===== config.mk =====
export PLATFORM = sky130hd
export DESIGN_NAME = cpu_mem_port
export DESIGN_NICKNAME = d
export VERILOG_FILES = /design/src/rtl/cpu_mem_pkg.sv /design/src/rtl/cpu_mem_ram.sv /design/src/rtl/cpu_mem_port.sv
export SDC_FILE = /design/constraint.sdc
export NUM_CORES = 2
export LEC_CHECK = 0
export ABC_CLOCK_PERIOD_IN_PS = 2900
export CAP_MARGIN = 20
export CORE_MARGIN = 2
export CORE_UTILIZATION = 57
export DETAILED_ROUTE_END_ITERATION = 8
export MAX_ROUTING_LAYER = met4
export PLACE_DENSITY = 0.83
export SYNTH_ARGS = -nofsm -noshare
export SYNTH_HDL_FRONTEND = slang
export SYNTH_SLANG_ARGS = --single-unit

===== constraint.sdc =====
create_clock -name clk -period 2.9 [get_ports clk]
set_clock_uncertainty 0.2 [all_clocks]
set_input_delay 0.435 -clock clk [delete_from_list [all_inputs] [get_ports clk]]
set_output_delay 0.435 -clock clk [all_outputs]
set_load 0.005 [all_outputs]

===== src/rtl/cpu_mem_pkg.sv =====
// cpu_mem_pkg
//   Shared definitions for the CPU memory port slice. It holds the
//   default parameter values, the FSM state encoding, the wait counter
//   width and a helper that sizes the RAM word index.
package cpu_mem_pkg;

    localparam int DEF_DATA_W   = 16;
    localparam int DEF_ADDR_W   = 8;
    localparam int DEF_DEPTH    = 256;
    localparam int DEF_WAIT_CYC = 0;
    localparam int DEF_ERR_W    = 8;

    // The wait counter covers the legal WAIT_CYC range 0..15.
    localparam int CNT_W = 4;

    typedef enum logic [1:0] {
        ST_IDLE = 2'd0,
        ST_WAIT = 2'd1,
        ST_RESP = 2'd2
    } state_t;

    // Index width for a DEPTH-word array. A single-word array still gets one bit.
    function automatic int addr_bits(input int depth);
        return (depth > 1) ? $clog2(depth) : 1;
    endfunction

endpackage


===== src/rtl/cpu_mem_ram.sv =====
// cpu_mem_ram
//   DEPTH x DATA_W storage with a synchronous write and a registered read.
//   The read register only loads when i_re is high, so the word read at
//   acceptance stays on o_rdata until the next read. Contents are not reset.
//
// Ports
//   clk     : clock; writes and reads happen on its rising edge
//   i_we    : write enable (the caller guarantees i_addr < DEPTH)
//   i_re    : read enable (the caller guarantees i_addr < DEPTH)
//   i_addr  : word index
//   i_wdata : write data
//   o_rdata : registered read data
module cpu_mem_ram
    import cpu_mem_pkg::*;
#(
    parameter int DATA_W = DEF_DATA_W,
    parameter int DEPTH  = DEF_DEPTH,
    parameter int AW     = addr_bits(DEF_DEPTH)
) (
    input  logic              clk,
    input  logic              i_we,
    input  logic              i_re,
    input  logic [AW-1:0]     i_addr,
    input  logic [DATA_W-1:0] i_wdata,
    output logic [DATA_W-1:0] o_rdata
);

    logic [DATA_W-1:0] r_mem [DEPTH];
    logic [DATA_W-1:0] r_rdata;

    always_ff @(posedge clk) begin
        if (i_we) begin
            r_mem[i_addr] <= i_wdata;
        end
        if (i_re) begin
            r_rdata <= r_mem[i_addr];
        end
    end

    assign o_rdata = r_rdata;

endmodule


===== src/rtl/cpu_mem_port.sv =====
// cpu_mem_port
//   Single-outstanding request/response port in front of a small RAM.
//   A request is accepted in IDLE. Optionally it spends WAIT_CYC cycles in
//   WAIT, then the response is presented in RESP until it is taken.
//   Addresses >= DEPTH are flagged as errors: the write is suppressed, the
//   read data is zero and a saturating error counter is bumped.
//
// Ports
//   clk       : clock, rising edge
//   rst       : asynchronous active-high reset
//   req_valid : request present
//   req_ready : request can be accepted this cycle (IDLE and not in reset)
//   req_we    : 1 = write, 0 = read
//   req_addr  : word address
//   req_wdata : write data
//   rsp_valid : response present
//   rsp_ready : consumer takes the response
//   rsp_rdata : read data (0 for writes and errors)
//   rsp_err   : address was out of range
//   err_cnt   : saturating count of errored accesses
module cpu_mem_port
    import cpu_mem_pkg::*;
#(
    parameter int DATA_W   = DEF_DATA_W,
    parameter int ADDR_W   = DEF_ADDR_W,
    parameter int DEPTH    = DEF_DEPTH,
    parameter int WAIT_CYC = DEF_WAIT_CYC,
    parameter int ERR_W    = DEF_ERR_W
) (
    input  logic              clk,
    input  logic              rst,
    input  logic              req_valid,
    output logic              req_ready,
    input  logic              req_we,
    input  logic [ADDR_W-1:0] req_addr,
    input  logic [DATA_W-1:0] req_wdata,
    output logic              rsp_valid,
    input  logic              rsp_ready,
    output logic [DATA_W-1:0] rsp_rdata,
    output logic              rsp_err,
    output logic [ERR_W-1:0]  err_cnt
);

    localparam int               RAM_AW   = addr_bits(DEPTH);
    // One extra bit so DEPTH == 2^ADDR_W is representable.
    localparam logic [ADDR_W:0]  LP_DEPTH = (ADDR_W+1)'(DEPTH);
    localparam logic [CNT_W-1:0] LP_WAIT  = CNT_W'(WAIT_CYC);

    state_t            r_state;
    state_t            w_state_nxt;
    logic [CNT_W-1:0]  r_cnt;
    logic [CNT_W-1:0]  w_cnt_nxt;
    logic              r_we;
    logic              r_err;
    logic [ERR_W-1:0]  r_err_cnt;

    logic              w_accept;
    logic              w_oor;
    logic              w_ram_we;
    logic              w_ram_re;
    logic [RAM_AW-1:0] w_ram_addr;
    logic [DATA_W-1:0] w_ram_rdata;

    assign req_ready  = (r_state == ST_IDLE) && !rst;
    assign w_accept   = req_valid && req_ready;
    assign w_oor      = ({1'b0, req_addr} >= LP_DEPTH);
    assign w_ram_addr = req_addr[RAM_AW-1:0];
    assign w_ram_we   = w_accept && req_we && !w_oor;
    assign w_ram_re   = w_accept && !req_we && !w_oor;

    // The address is held implicitly by the RAM read register, which
    // captures mem[addr] at acceptance and is not reloaded until the next read.
    cpu_mem_ram #(
        .DATA_W (DATA_W),
        .DEPTH  (DEPTH),
        .AW     (RAM_AW)
    ) u_ram (
        .clk     (clk),
        .i_we    (w_ram_we),
        .i_re    (w_ram_re),
        .i_addr  (w_ram_addr),
        .i_wdata (req_wdata),
        .o_rdata (w_ram_rdata)
    );

    always_comb begin
        w_state_nxt = r_state;
        w_cnt_nxt   = r_cnt;
        case (r_state)
            ST_IDLE: begin
                if (w_accept) begin
                    if (WAIT_CYC == 0) begin
                        w_state_nxt = ST_RESP;
                    end else begin
                        w_state_nxt = ST_WAIT;
                        w_cnt_nxt   = LP_WAIT;
                    end
                end
            end
            ST_WAIT: begin
                // Leave on the edge where the counter reaches zero, so that
                // RESP starts WAIT_CYC edges after acceptance.
                if (r_cnt <= CNT_W'(1)) begin
                    w_state_nxt = ST_RESP;
                    w_cnt_nxt   = '0;
                end else begin
                    w_cnt_nxt   = r_cnt - CNT_W'(1);
                end
            end
            ST_RESP: begin
                if (rsp_ready) begin
                    w_state_nxt = ST_IDLE;
                end
            end
            default: begin
                w_state_nxt = ST_IDLE;
                w_cnt_nxt   = '0;
            end
        endcase
    end

    always_ff @(posedge clk or posedge rst) begin
        if (rst) begin
            r_state <= ST_IDLE;
            r_cnt   <= '0;
        end else begin
            r_state <= w_state_nxt;
            r_cnt   <= w_cnt_nxt;
        end
    end

    always_ff @(posedge clk or posedge rst) begin
        if (rst) begin
            r_we      <= 1'b0;
            r_err     <= 1'b0;
            r_err_cnt <= '0;
        end else if (w_accept) begin
            r_we  <= req_we;
            r_err <= w_oor;
            if (w_oor && (r_err_cnt != '1)) begin
                r_err_cnt <= r_err_cnt + ERR_W'(1);
            end
        end
    end

    // Response fields are gated by RESP, so they read zero outside a response.
    assign rsp_valid = (r_state == ST_RESP);
    assign rsp_err   = rsp_valid && r_err;
    assign rsp_rdata = (rsp_valid && !r_we && !r_err) ? w_ram_rdata : '0;
    assign err_cnt   = r_err_cnt;

endmodule


==> flow_summary.toml <==
[timing]
setup_viol = 1826
hold_ws_ns = 0.227
post-route-worst-setup-slack_ns = -0.515
slew_headroom = 0.339
period_share = 1.18
tightest_slew_ns = 0.992
slew_viol_final = 0
rsz0062_at_grt = "true"
finalCriticalPeriod_ns = 3.42
hold_violations = 0
fmax_mhz = 293

[power]
seqPwrFrac = 0.525
netSwitchingFraction = 0.222
finalPower_mw = 125
cellPowerDensity_mw_per_mm2 = 673
irDropWorstVdd_uv = 785
p_leak_nw = 58.6
clockPowerShare = 0.419
p_int_mw = 96.9
p_comb_frac = 0.056
power.switching_mw = 27.7

[min_path]
worstHoldStart = "req_valid"
min_path_cells = 4
holdPathEnd = "r_we"
holdCritPathClass = "primary input to flip-flop"

[die]
fp.dieH_um = 526
die_w_um = 526
dieArea_sq_mm = 0.277
io_pins = 56
initial_core_util = 0.574
num_rows = 191
core_sq_mm = 0.271

[placement]
dp_slack_ns = -1.26
gp_congestion = 0.918
hpwlAfterDp_um = 260000
port_buffers = 46

[synth]
synth_cells = 6743
yosysSeqAreaShare = 0.794
async_flop_share = 0.000486
synthTopCellsByArea = "edfxtp_1 79%, mux4_2 15%, a22oi_1 2.5%"
yosys.cell_types.count = 26
ys_top_cells_by_count = "4112 x edfxtp_1, 1024 x mux4_2, 512 x a22oi_1"
synth.most_common_cell = "edfxtp_1"
ys.flop_type = "edfxtp_1"
synth_seq_cells = 4114
syn_avg_cell_area_sq_um = 23.1
syn_area_sq_mm = 0.155
yosysTopAreaCell = "edfxtp_1"
ys_warn_count = 0
synth_edf_count = 4112
synth.top_cell.area_share = 0.794

[critical_path]
endpoint_kind = "flip-flop"
critPathSlowestCell = "nor2b_4"
cp_num_buf_inv = 5
critPathTopFamily = "buffers and inverters"
critPathMaxStageDelay_ns = 0.80
cp-start-kind = "primary input"
worstSetupPathType = "primary input to flip-flop"
timing.rr.end = "u_ram.o_rdata[8]"
r2r_cells = 6
crit_top_cell = "buf_4"
crit_fanout = 18
crit_chain = "clkdlybuf4s50_1 -> nor2b_4 -> buf_12 -> buf_4 -> a22oi_1 -> buf_4 -> a21oi_1 -> o41ai_2 -> buf_4 -> nand4_1"
critPathArrivalTime_ns = 4.10
cp_data_required_time_ns = 3.58
r2r_start = "u_ram.r_mem[206][8]"
rrSetupSlack_ns = -0.43

[final_layout]
syn2layout_area_growth_pct = 19.0
drive_gt1_frac = 0.347
fin_nets = 7895

[clock_network]
cts_tree = "done"
cts_sinks = 4114
cts_buffers = 390
clk_latency_ns = 1.03
clock-root-buffer = "clkbuf_16"
cts_buffer_depth = 4
htree_levels = 5
clk_pin_slew_ns = 0.07

[global_routing]
grt_max_degree = 97
antenna_found_initial = 35
track_usage = 0.358
grt_pass1_wl_um = 674000
grt-ovfl-total = 0
grt_pass1_vias = 86874

[detailed_routing]
drtPass1Iterations = 7
viasPerCell = 7.71
routed_wl_um = 511000
drc = 0
wl_per_cell_um = 43.3
ant_nets = 0
drt_iter0_markers = 20174
route.vias.total = 90915

[status]
violations = "negative setup slack"
status = "finished with violations"

[run]
cap_violations = 0
-- worst register-to-register path: stages, from the launching register on --
cell and delay, ns:
edfxtp_1 0.50, mux4_2 0.59, a22oi_1 0.28, a21oi_1 0.35, o41ai_1 0.74, buf_4 0.26
nand4_1 0.15
-- sequential cells by signal, summed over array words and instances, names as in the netlist --
register / cells
u_ram.o_rdata: 16
r_state: 1
r_we: 1
u_ram.r_mem: 4096
-- how the worst max path moves through the flow --
stage	startpoint	end	slack [ns]	cells after the start
after detailed placement	req_addr[0]	u_ram.o_rdata[0]	-1.26	9
final	req_addr[3]	u_ram.o_rdata[15]	-0.52	10
after CTS	r_state[1]	rsp_rdata[8]	-0.23	5
after floorplan	req_addr[1]	u_ram.r_mem[114][0]	-0.22	8
after global placement	req_addr[0]	u_ram.o_rdata[10]	-2.25	9
after global routing	req_addr[3]	u_ram.o_rdata[15]	-0.34	10
-- metrics by stage --
step,instances,utilization,TNS [ns],cell area (sq um)
after global placement,11010,0.633,-948.61,171000
after global routing,11772,0.683,-48.99,185000
final,11786,0.683,-79.40,185000
after floorplan,6751,-,-468.60,156000
after detailed placement,11013,0.633,-1271.19,172000
after CTS,11723,0.680,-90.94,184000
-- placed cells by master, fill, tap and decap left out, types with 19 or more instances in the layout --
cell type,count
edfxtp_1,4112
clkbuf_16,395
clkinv_1,75
bufinv_16,45
buf_6,26
buf_12,370
mux4_2,1024
dlygate4sd3_1,19
diode_2,54
nor2_2,86
a21oi_1,251
o41ai_1,43
a22oi_1,504
buf_4,682
nor2_1,170
clkinvlp_4,21
clkinv_2,70
clkbuf_1,70
-- final cells by class --
type	instances	area (sq um)
timing repair buffer	1145	13600
fill	14387	85900
sequential	4114	124000
multi-input combinational	2213	30900
clock inverter	223	2290
clock buffer	465	10100
inverter	2	7.51
tap	3570	4470
antenna	54	135
-- metal layers --
layer | GRT usage | wire length, um
met1 | 0.425 | 147000
met2 | 0.550 | 237000
met3 | 0.100 | 78300
met4 | 0.217 | 48700
met5 | - | 0
-- power groups by stage --
| stage | clock network (mW) | logic, mW | registers [mW] |
|---|---|---|---|
| after global routing | 53.7 | 6.98 | 65.4 |
| after floorplan | 0 | 2.73 | 66.7 |
| after CTS | 51.5 | 6.50 | 65.4 |
| final | 52.3 | 6.96 | 65.4 |
| after detailed placement | 0 | 6.20 | 66.7 |
| after global placement | 0 | 5.95 | 66.7 |
-- cells by family after synthesis --
kind of cell           synth area share
AO/OA/AOI/OAI                    0.0366
buffers and inverters            0.0114
flip-flops                        0.794
multiplexers                      0.148
other                         0.0000241
AND/OR/NAND/NOR                 0.00916
-- repair_timing --
action | CTS | global route
hold buffers | 19 | 0
setup buffers | 3 | 9
pin swaps | 3 | 3
endpoints found under the setup margin | 1331 | 3768
endpoints found under the hold margin | 1867 | 0
resized for setup | 30 | 173
Note: power is estimated with default switching activity, not from simulation.
